<file path="config.mk">
export PLATFORM = sky130hd
export DESIGN_NAME = riscv_test_monitor_flat
export DESIGN_NICKNAME = d
export VERILOG_FILES = /design/src/rtl/riscv_test_monitor_if.sv /design/src/rtl/riscv_test_monitor.sv /design/src/flat_wrapper.sv
export SDC_FILE = /design/constraint.sdc
export NUM_CORES = 1
export LEC_CHECK = 0
export CAP_MARGIN = 25
export CELL_PAD_IN_SITES_DETAIL_PLACEMENT = 0
export CELL_PAD_IN_SITES_GLOBAL_PLACEMENT = 1
export CORE_MARGIN = 4
export CORE_UTILIZATION = 40
export CTS_CLUSTER_DIAMETER = 50
export DETAILED_ROUTE_END_ITERATION = 16
export PLACE_DENSITY_LB_ADDON = 0.1
export SETUP_SLACK_MARGIN = 0.5
export SYNTH_ARGS = -nofsm -noshare
export SYNTH_HDL_FRONTEND = slang
export SYNTH_SLANG_ARGS = --single-unit
</file>
<file path="constraint.sdc">
create_clock -name clk -period 5.2 [get_ports clk]
set_input_delay 1.3 -clock clk [delete_from_list [all_inputs] [get_ports clk]]
set_output_delay 1.3 -clock clk [all_outputs]
set_load 0.01 [all_outputs]
</file>
<file path="src/rtl/riscv_test_monitor_if.sv">
// rtl/riscv_test_monitor_if.sv - writeback snoop and verdict bundle for riscv_test_monitor
//
// Purpose: groups the arm pulse, register-file writeback snoop and verdict
//          outputs of riscv_test_monitor into one bundle.
// Signals:
//   start         arm / re-arm pulse (driven by master)
//   wb_we/wb_rd/wb_data  register-file writeback snoop (driven by master)
//   busy          monitor is in RUN or DRAIN
//   done/pass/fail/timeout  verdict flags
//   fail_testnum  test number latched on a failing verdict
//   cycle_count   cycles spent in RUN plus DRAIN
// Modports: master = core/SoC side, slave = monitor.

interface riscv_test_monitor_if #(
    parameter int XLEN = 32
);
    logic            start;
    logic            wb_we;
    logic [4:0]      wb_rd;
    logic [XLEN-1:0] wb_data;
    logic            busy;
    logic            done;
    logic            pass;
    logic            fail;
    logic            timeout;
    logic [XLEN-1:0] fail_testnum;
    logic [31:0]     cycle_count;

    modport master (
        output start, wb_we, wb_rd, wb_data,
        input  busy, done, pass, fail, timeout, fail_testnum, cycle_count
    );

    modport slave (
        input  start, wb_we, wb_rd, wb_data,
        output busy, done, pass, fail, timeout, fail_testnum, cycle_count
    );
endinterface

</file>
<file path="src/rtl/riscv_test_monitor.sv">
// rtl/riscv_test_monitor.sv - riscv-tests completion monitor snooping register writeback
//
// Purpose: shadows the done/pass/test-number registers written by the core,
//          waits DRAIN_CYCLES after the done write, then latches a verdict.
// Ports:
//   clk  core clock
//   rst  synchronous active-high reset
//   bus  riscv_test_monitor_if.slave (start, writeback snoop, verdict outputs)
// Configuration: define TEST_MONITOR_TIMEOUT_EN to build the RUN-state
//   timeout counter; otherwise timeout is tied to 0.

module riscv_test_monitor #(
    parameter int XLEN           = 32,
    parameter int DONE_REG       = 26,
    parameter int PASS_REG       = 27,
    parameter int NUM_REG        = 3,
    parameter int DRAIN_CYCLES   = 5,
    parameter int TIMEOUT_CYCLES = 100000
) (
    input logic                 clk,
    input logic                 rst,
    riscv_test_monitor_if.slave bus
);
    localparam int DW = (DRAIN_CYCLES > 0) ? $clog2(DRAIN_CYCLES + 1) : 1;

    typedef enum logic [1:0] {S_IDLE, S_RUN, S_DRAIN, S_DONE} state_t;

    state_t          state_q, state_d;
    logic            pass_sh_q, pass_sh_d;   // pass shadow reduced to "value == 1"
    logic [XLEN-1:0] num_sh_q, num_sh_d;
    logic [DW-1:0]   drain_q, drain_d;
    logic [31:0]     cc_q, cc_d;
    logic            done_q, done_d;
    logic            pass_q, pass_d;
    logic            fail_q, fail_d;
    logic [XLEN-1:0] tnum_q, tnum_d;
`ifdef TEST_MONITOR_TIMEOUT_EN
    logic            tmo_q, tmo_d;
    logic [31:0]     run_q, run_d;
`endif

    logic            wr_any, wr_done, wr_pass, wr_num;
    logic            pass_eff;
    logic [XLEN-1:0] num_eff;

    // x0 is hardwired, so writes to it never reach a shadow even if an index parameter is 0.
    assign wr_any  = bus.wb_we && (bus.wb_rd != 5'd0);
    assign wr_done = wr_any && (bus.wb_rd == 5'(DONE_REG));
    assign wr_pass = wr_any && (bus.wb_rd == 5'(PASS_REG));
    assign wr_num  = wr_any && (bus.wb_rd == 5'(NUM_REG));

    // Verdict sees a write sampled on the same edge that enters DONE.
    assign pass_eff = wr_pass ? (bus.wb_data == XLEN'(1)) : pass_sh_q;
    assign num_eff  = wr_num  ? bus.wb_data : num_sh_q;

    always_comb begin
        state_d   = state_q;
        pass_sh_d = pass_sh_q;
        num_sh_d  = num_sh_q;
        drain_d   = drain_q;
        cc_d      = cc_q;
        done_d    = done_q;
        pass_d    = pass_q;
        fail_d    = fail_q;
        tnum_d    = tnum_q;
`ifdef TEST_MONITOR_TIMEOUT_EN
        tmo_d     = tmo_q;
        run_d     = run_q;
`endif

        if (state_q != S_DONE) begin
            pass_sh_d = pass_eff;
            num_sh_d  = num_eff;
        end

        if ((state_q == S_RUN || state_q == S_DRAIN) && cc_q != 32'hFFFF_FFFF) begin
            cc_d = cc_q + 32'd1;
        end

        case (state_q)
            S_RUN: begin
                if (wr_done && bus.wb_data == XLEN'(1)) begin
                    state_d = S_DRAIN;
                    drain_d = DW'(DRAIN_CYCLES);
                end
`ifdef TEST_MONITOR_TIMEOUT_EN
                // Trip on the edge that completes TIMEOUT_CYCLES RUN edges.
                else if (({1'b0, run_q} + 33'd1) >= 33'(TIMEOUT_CYCLES)) begin
                    state_d = S_DONE;
                    done_d  = 1'b1;
                    pass_d  = 1'b0;
                    fail_d  = 1'b1;
                    tmo_d   = 1'b1;
                    tnum_d  = num_eff;
                end else begin
                    run_d = run_q + 32'd1;
                end
`endif
            end
            S_DRAIN: begin
                if (drain_q == '0) begin
                    state_d = S_DONE;
                    done_d  = 1'b1;
                    pass_d  = pass_eff;
                    fail_d  = !pass_eff;
                    tnum_d  = pass_eff ? '0 : num_eff;
                end else begin
                    drain_d = drain_q - DW'(1);
                end
            end
            default: ;
        endcase

        // start from any state (re)arms and discards any verdict in flight.
        if (bus.start) begin
            state_d   = S_RUN;
            pass_sh_d = 1'b0;
            num_sh_d  = '0;
            drain_d   = '0;
            cc_d      = '0;
            done_d    = 1'b0;
            pass_d    = 1'b0;
            fail_d    = 1'b0;
            tnum_d    = '0;
`ifdef TEST_MONITOR_TIMEOUT_EN
            tmo_d     = 1'b0;
            run_d     = '0;
`endif
        end
    end

    always_ff @(posedge clk) begin
        if (rst) begin
            state_q   <= S_IDLE;
            pass_sh_q <= 1'b0;
            num_sh_q  <= '0;
            drain_q   <= '0;
            cc_q      <= '0;
            done_q    <= 1'b0;
            pass_q    <= 1'b0;
            fail_q    <= 1'b0;
            tnum_q    <= '0;
`ifdef TEST_MONITOR_TIMEOUT_EN
            tmo_q     <= 1'b0;
            run_q     <= '0;
`endif
        end else begin
            state_q   <= state_d;
            pass_sh_q <= pass_sh_d;
            num_sh_q  <= num_sh_d;
            drain_q   <= drain_d;
            cc_q      <= cc_d;
            done_q    <= done_d;
            pass_q    <= pass_d;
            fail_q    <= fail_d;
            tnum_q    <= tnum_d;
`ifdef TEST_MONITOR_TIMEOUT_EN
            tmo_q     <= tmo_d;
            run_q     <= run_d;
`endif
        end
    end

    assign bus.busy         = (state_q == S_RUN) || (state_q == S_DRAIN);
    assign bus.done         = done_q;
    assign bus.pass         = pass_q;
    assign bus.fail         = fail_q;
    assign bus.fail_testnum = tnum_q;
    assign bus.cycle_count  = cc_q;
`ifdef TEST_MONITOR_TIMEOUT_EN
    assign bus.timeout      = tmo_q;
`else
    assign bus.timeout      = 1'b0;
`endif
endmodule

</file>
<file path="src/flat_wrapper.sv">
// flat-port wrapper written by rule: the top's interface ports become plain ports
module riscv_test_monitor_flat 
#(
    parameter int XLEN           = 32,
    parameter int DONE_REG       = 26,
    parameter int PASS_REG       = 27,
    parameter int NUM_REG        = 3,
    parameter int DRAIN_CYCLES   = 5,
    parameter int TIMEOUT_CYCLES = 100000
)
  (clk, rst, bus_start, bus_wb_we, bus_wb_rd, bus_wb_data, bus_busy, bus_done, bus_pass, bus_fail, bus_timeout, bus_fail_testnum, bus_cycle_count);
  riscv_test_monitor_if #(.XLEN(XLEN)) bus_i ();
  input logic clk;
  input logic rst;
  input wire logic [$bits(bus_i.start)-1:0] bus_start;
  input wire logic [$bits(bus_i.wb_we)-1:0] bus_wb_we;
  input wire logic [$bits(bus_i.wb_rd)-1:0] bus_wb_rd;
  input wire logic [$bits(bus_i.wb_data)-1:0] bus_wb_data;
  output wire logic [$bits(bus_i.busy)-1:0] bus_busy;
  output wire logic [$bits(bus_i.done)-1:0] bus_done;
  output wire logic [$bits(bus_i.pass)-1:0] bus_pass;
  output wire logic [$bits(bus_i.fail)-1:0] bus_fail;
  output wire logic [$bits(bus_i.timeout)-1:0] bus_timeout;
  output wire logic [$bits(bus_i.fail_testnum)-1:0] bus_fail_testnum;
  output wire logic [$bits(bus_i.cycle_count)-1:0] bus_cycle_count;
  assign bus_i.start = bus_start;
  assign bus_i.wb_we = bus_wb_we;
  assign bus_i.wb_rd = bus_wb_rd;
  assign bus_i.wb_data = bus_wb_data;
  assign bus_busy = bus_i.busy;
  assign bus_done = bus_i.done;
  assign bus_pass = bus_i.pass;
  assign bus_fail = bus_i.fail;
  assign bus_timeout = bus_i.timeout;
  assign bus_fail_testnum = bus_i.fail_testnum;
  assign bus_cycle_count = bus_i.cycle_count;
  riscv_test_monitor #(.XLEN(XLEN), .DONE_REG(DONE_REG), .PASS_REG(PASS_REG), .NUM_REG(NUM_REG), .DRAIN_CYCLES(DRAIN_CYCLES), .TIMEOUT_CYCLES(TIMEOUT_CYCLES)) u_core (.clk(clk), .rst(rst), .bus(bus_i));
endmodule
</file>
* After elaboration in Yosys (flattened, before gate mapping)
Cells that the tools add are included.
Storage, ports and cells: bits in registers 105, latch bits 0, RAM bits 0, bits in read-only memories 0, input port bits 41, output and inout bits 69, memories kept 0
Operators by class: add/subtract/negate cells 2, multipliers 0, div/mod/pow operators 0, $lt $le $gt $ge 0, eq/ne operators 13, shift-type cells 0, multiplexer cells 10, bitwise logic cells 0, reductions and logical operators 17
Operators with widths (count):
- 32-bit two-way mux | 2
- 32-bit by 1-bit adder with 32-bit output (second input constant) | 1
- 32-bit by 1-bit == test with 1-bit output (second input constant) | 1
- 32-bit inequality test (second input constant) | 1
- 5-bit == test (second input constant) | 2
- 3-bit AND reduction | 3
- 2-bit inequality test (second input constant) | 4
- 1-bit logical AND | 6
- 3-bit two-way mux | 2
- 3-bit inequality test (second input constant) | 2
- 3-bit one-hot mux with 2 select lines | 1
- 5-bit by 2-bit == test with 1-bit output (second input constant) | 1
- 5-bit nonzero test | 1
- 2-bit two-way mux | 2
- 2-bit one-hot mux with 2 select lines | 1
- 3-bit logical NOT | 1
- 3-bit nonzero test | 1
- 3-bit by 1-bit subtractor with 3-bit output (second input constant) | 1
- 2-bit by 1-bit == test with 1-bit output (second input constant) | 1
- 2-bit == test (second input constant) | 1
- 1-bit two-way mux | 2
- 2-bit AND reduction | 1
- 2-bit nonzero test | 1
- 2-bit OR reduction | 1
- 2 further kinds | 2

* Depth between registers and ports, before layout
word-level depth 7, gate-level depth with buffers 9, gate-level depth less buffers 7

* Least setup slack after synthesis
Ideal clock, no wire load.
path type input port to flip-flop, from input port bus_wb_data[3], to register u_core.drain_q[2], data arrival time 2.593 ns, required time 5.084 ns, slack 2.491 ns, stages on the path 5, path buffers 0, cell sequence nor4b_1 nand4_1 nor4_4 o21ai_0 a31o_2
Between the ends: longest elaborated chain between the ends 4
Ends and longest elaborated chain:
- from (decl) | RTL line flat_wrapper.sv:18 | input wire logic [$bits(bus_i.wb_data)-1:0] bus_wb_data;
- 32-bit by 1-bit == test with 1-bit output | RTL line riscv_test_monitor.sv:82 | if (wr_done && bus.wb_data == XLEN'(1)) begin
- 1-bit logical AND | RTL line riscv_test_monitor.sv:82
- 2-bit inequality test (no source line)
- 3-bit AND reduction (no source line)
- to (signal assigned) | RTL line riscv_test_monitor.sv:151 | drain_q <= drain_d;
- to (decl) | RTL line riscv_test_monitor.sv:31 | logic [DW-1:0] drain_q, drain_d;
Every way passes these cells. A chain may end at the register's enable or synchronous reset.

* Worst setup path after layout
from input port bus_wb_data[3], to register u_core.tnum_q[8], in the netlist u_core.bus.fail_testnum[8]
Between the ends: longest elaborated chain between the ends 3
Ends and longest elaborated chain:
- 32-bit by 1-bit == test with 1-bit output | RTL line riscv_test_monitor.sv:53 | assign pass_eff = wr_pass ? (bus.wb_data == XLEN'(1)) : pass_sh_q;
- 1-bit two-way mux | RTL line riscv_test_monitor.sv:53
- 32-bit two-way mux | RTL line riscv_test_monitor.sv:106 | tnum_d = pass_eff ? '0 : num_eff;
- to (signal assigned) | RTL line riscv_test_monitor.sv:156 | tnum_q <= tnum_d;
- to (decl) | RTL line riscv_test_monitor.sv:36 | logic [XLEN-1:0] tnum_q, tnum_d;
Every way passes these cells.

==> results.txt <==
* Outcome: completed
- Across the routed clock network, the largest skew measured is 0.007189 ns.
- DRC violations left: 0
- Number of vias in the routed layout: 4,388
- After clock tree synthesis, the clock-pin slew on the worst setup and hold paths is 0.06 ns.
* Cell depth of the worst hold path: 2
- Setup repair after global routing left no endpoint under its margin.
- Post-CTS Setup Repair Bufs: 0
* Worst-Skew Late Latency: 0.34 ns
- For this run, global-route usage on met2 was measured as 27.49%.
- Pwr per Cell Area: 250.7 nW/um2
- Buffer levels on the longest clock path: 2
* Main combinational cell family by area after synthesis: simple AND/OR/NAND/NOR gates
- The number of hold violations in the final report is 0.
- Peak Freq: 271.7 MHz
* Post-synth EDFFs: 0
- CP endpoint kind: flop
* Final Max Tran Viols: 0
- The portion of synthesized area spent on multiplexers is 7.115%.
- Nets: 704
* Actual slew at the worst max-slew pin: 0.9507 ns
* End point of the worst hold path: u_core.num_sh_q[26]
* Shortest clock period the worst path allows after layout: 3.680 ns
* Signed area change from the synthesized netlist to the final layout: 28.75%
- The most used flip-flop cell after synthesis is sky130_fd_sc_hd__dfxtp_1.
* Avg Cell Area, Syn: 8.436 um2
* Worst-path fanout max: 32
* Cts bufs inserted: 9
- Antenna Diode Count: 0
* Fraction of the mapped netlist area in adder cells: 1.569%
- Initial antenna violation count: 0
* Floorplan die area: 13,770 um2
- Measured along the y axis, the die boundary spans 117.4 um.
- In this run the critical register-to-register path is captured at u_core.bus.cycle_count[30].
* Number of I/O pins: 110
* Post-synth ARST share: 0%
- Number of storage elements in the synthesis netlist: 105
- Vias in the first global route: 4,067
- Tot GR Track Use: 18.06%
- In this run the most critical hold path is launched from u_core.num_sh_q[26].
- Leakage power: 2.187 nW
* Chip Width: 117.4 um
* Parity-gate share of the synthesized area counting xor and xnor cells: 1.099%
* Clock Sinks: 105
- Synthesis produced 567 cells.
* CTS tree: done
- Area fraction in compound gates after synthesis: 16.56%
- Type of the worst setup path: in -> reg
- Summed over its instances, the top area cell type makes up 43.94% of the synthesized netlist area.
* Pin count of the biggest net entering global routing: 70
- Required @ worst endpoint: 5.38 ns
- Global routing finished with a remaining overflow of 0.
- Across the run, the number of max-cap violations was 0.
* Startpoint of the worst-slack reg-to-reg timing path: u_core.state_q[0]
- Final cycle utilization of the critical path: 70.77%
* Synth Area in Simple Gates: 24.69%
- Post-CTS Hold Buffers: 0
- At the end of routability-driven placement, the weighted congestion stood at 0.7851.
* Post-cts gate resize count: 0
- Core Footprint: 11,560 um2
* Top cell type by total area after synthesis: sky130_fd_sc_hd__dfxtp_1
- Startpoint class of the critical path: input port
- Synth Net Count: 614
- Vias per Instance: 5.458
* Peak supply drop: 0.2162 mV
* First-pass GRT wire length: 20,640 um
- Global routing usage on met1: 25.16%
- The setup check on the worst reg-to-reg path leaves a slack of 2.78 ns.
* Setup TNS: 0 ns
* Number of violations reported at the end of detailed-routing iteration 0: 262
* Biggest area contributors in the synthesized netlist: sky130_fd_sc_hd__dfxtp_1, sky130_fd_sc_hd__nand2_1, sky130_fd_sc_hd__mux2i_1, sky130_fd_sc_hd__a21oi_1, sky130_fd_sc_hd__o21ai_0
* Row count: 39
- Synth cell types: 54
- The path class of the tightest hold or removal check is reg -> reg.
* GRT met3 Usage: 5.534%
- Detailed-routing iteration count for the pre-antenna-repair pass: 4
- Port-buffer cells: 108
- Detailed placement ended at an HPWL of 8706 um.
- CTS H-Tree Depth: 3
- Once detail routing completed, the nets flagged for antenna violations numbered 0.
- At the worst endpoint, the arrival time is 3.86 ns.
* Worst reg-to-reg path cell count: 6
- After detailed routing, the total wire length is 12,630 um.
* CTS root buffer: sky130_fd_sc_hd__clkbuf_16
- Final count of negative-setup-slack endpoints: 0
- Final worst setup slack: 1.520 ns
- Setup Slack @ Placement: 1.183 ns
* Post-synthesis sequential area ratio: 43.94%
- Relative slew slack: 36.62%
- Area of the mapped netlist: 4783 um2
* Warnings, synthesis: 0
* Finished Core Util: 53.25%
- In the final layout, the share of cells above drive strength 1 is 5.446%.
* Starting Density: 41.36%
* Gr busiest metal: met2
- Post-DR wirelength/cell: 15.71 um
worst max path at each step:
stage / from / endpoint / slack, ns / depth (start not counted)
final: bus_wb_data[3] / u_core.bus.fail_testnum[8] / 1.52 / 6
after global placement: bus_wb_data[3] / u_core.bus.fail_testnum[30] / 1.26 / 6
after detailed placement: bus_wb_data[3] / u_core.bus.fail_testnum[13] / 1.18 / 6
after floorplan: bus_wb_data[3] / u_core.drain_q[2] / 2.49 / 5
after global routing: bus_wb_data[3] / u_core.bus.fail_testnum[7] / 1.27 / 6
after CTS: bus_wb_data[3] / u_core.bus.fail_testnum[15] / 1.57 / 6
where the power goes:
| part | leakage (nW) | total, W | internal (W) | switching (W) |
|---|---|---|---|---|
| clock network | 0.139 | 0.000656 | 0.000369 | 0.000287 |
| logic | 1.20 | 0.0000812 | 0.0000384 | 0.0000428 |
| registers | 0.846 | 0.000807 | 0.000805 | 0.00000153 |
synthesized netlist by cell type, types with 6 or more instances:
cell and instances:
sky130_fd_sc_hd__a21oi_1 57, sky130_fd_sc_hd__mux2i_1 34, sky130_fd_sc_hd__o21ai_0 43, sky130_fd_sc_hd__nor2_1 25
sky130_fd_sc_hd__nand4_1 13, sky130_fd_sc_hd__nor3_1 8, sky130_fd_sc_hd__nand2_1 123, sky130_fd_sc_hd__clkbuf_1 18
sky130_fd_sc_hd__nor4_1 10, sky130_fd_sc_hd__or3_1 6, sky130_fd_sc_hd__and3_1 6, sky130_fd_sc_hd__dfxtp_1 105
sky130_fd_sc_hd__o31ai_1 14, sky130_fd_sc_hd__nand3_1 10, sky130_fd_sc_hd__inv_1 9, sky130_fd_sc_hd__ha_1 6
sky130_fd_sc_hd__buf_6 6, sky130_fd_sc_hd__or4_1 12
registers in the layout (all words and copies together), names as in the netlist:
name and cells:
u_core.bus.cycle_count 32, u_core.bus.fail_testnum 32, u_core.num_sh_q 32, u_core.drain_q 3, u_core.state_q 2, u_core.bus.done 1, u_core.bus.fail 1, u_core.bus.pass 1
u_core.pass_sh_q 1
kinds of logic (layout without fill, tap and decap cells):
group,after synthesis,after routing
buffers and inverters,42,136
AOI/OAI and AO/OA,136,136
and+or+nand+nor,237,237
DFF,105,105
other,1,1
adders and majority gates,6,6
xor gates and xnor gates,6,6
muxes,34,34
placed cells by master (no fill, tap or decap), types with 2 or more instances in the layout:
master	instances
sky130_fd_sc_hd__inv_1	9
sky130_fd_sc_hd__nand4_1	13
sky130_fd_sc_hd__nor2_2	2
sky130_fd_sc_hd__or4_1	12
sky130_fd_sc_hd__nor4_4	2
sky130_fd_sc_hd__buf_4	4
sky130_fd_sc_hd__a31oi_1	4
sky130_fd_sc_hd__and4_4	2
sky130_fd_sc_hd__and3_1	6
sky130_fd_sc_hd__and2_1	2
sky130_fd_sc_hd__dfxtp_1	105
sky130_fd_sc_hd__mux2i_1	34
sky130_fd_sc_hd__nor4b_1	2
sky130_fd_sc_hd__nand2_1	123
sky130_fd_sc_hd__or2_2	2
sky130_fd_sc_hd__nor4_1	10
sky130_fd_sc_hd__xnor2_1	5
sky130_fd_sc_hd__nor2_1	23
sky130_fd_sc_hd__o21a_1	2
sky130_fd_sc_hd__a211oi_1	4
sky130_fd_sc_hd__nand3b_1	2
sky130_fd_sc_hd__or3_1	6
sky130_fd_sc_hd__clkdlybuf4s50_1	108
sky130_fd_sc_hd__clkbuf_16	9
sky130_fd_sc_hd__ha_1	6
sky130_fd_sc_hd__o31ai_1	14
sky130_fd_sc_hd__a31o_2	3
sky130_fd_sc_hd__o21ai_0	43
sky130_fd_sc_hd__clkbuf_1	2
sky130_fd_sc_hd__nor3_1	8
sky130_fd_sc_hd__a21oi_1	57
sky130_fd_sc_hd__nand3_2	2
sky130_fd_sc_hd__nand3_1	9
sky130_fd_sc_hd__and4_1	4
sky130_fd_sc_hd__clkinv_2	3
metrics by stage:
stage	instance area [um2]	power, W	hold WS, ns	std cells
after global routing	6158	0.001598	0.4712	804
after detailed placement	5881	0.0009063	0.4468	789
after CTS	6158	0.001567	0.4555	804
after global placement	5881	0.0009060	0.4355	789
after floorplan	4783	0.0008571	0.4332	567
final	6158	0.001544	0.4538	804
per-layer routing:
layer	wire length [um]	up-vias
met5	0	-
met4	119	0
met3	617	8
met2	5595	97
met1	6299	2077
li1	-	2206
final cells by class:
type,count,area [um2]
inverter,9,33.78
clock buffer,11,232.7
timing repair buffer,112,1111
multi-input combinational,420,2455
tap,143,178.9
clock inverter,4,45.04
fill,1106,5406
sequential,105,2102
critical path, cell delays in order:
cell,delay [ns]
sky130_fd_sc_hd__clkdlybuf4s50_1,0.44
sky130_fd_sc_hd__nor4b_1,0.55
sky130_fd_sc_hd__nand4_1,0.29
sky130_fd_sc_hd__nor2_1,0.27
sky130_fd_sc_hd__a211o_1,0.80
sky130_fd_sc_hd__o21ai_0,0.21
(Power assumes the default switching activity.)
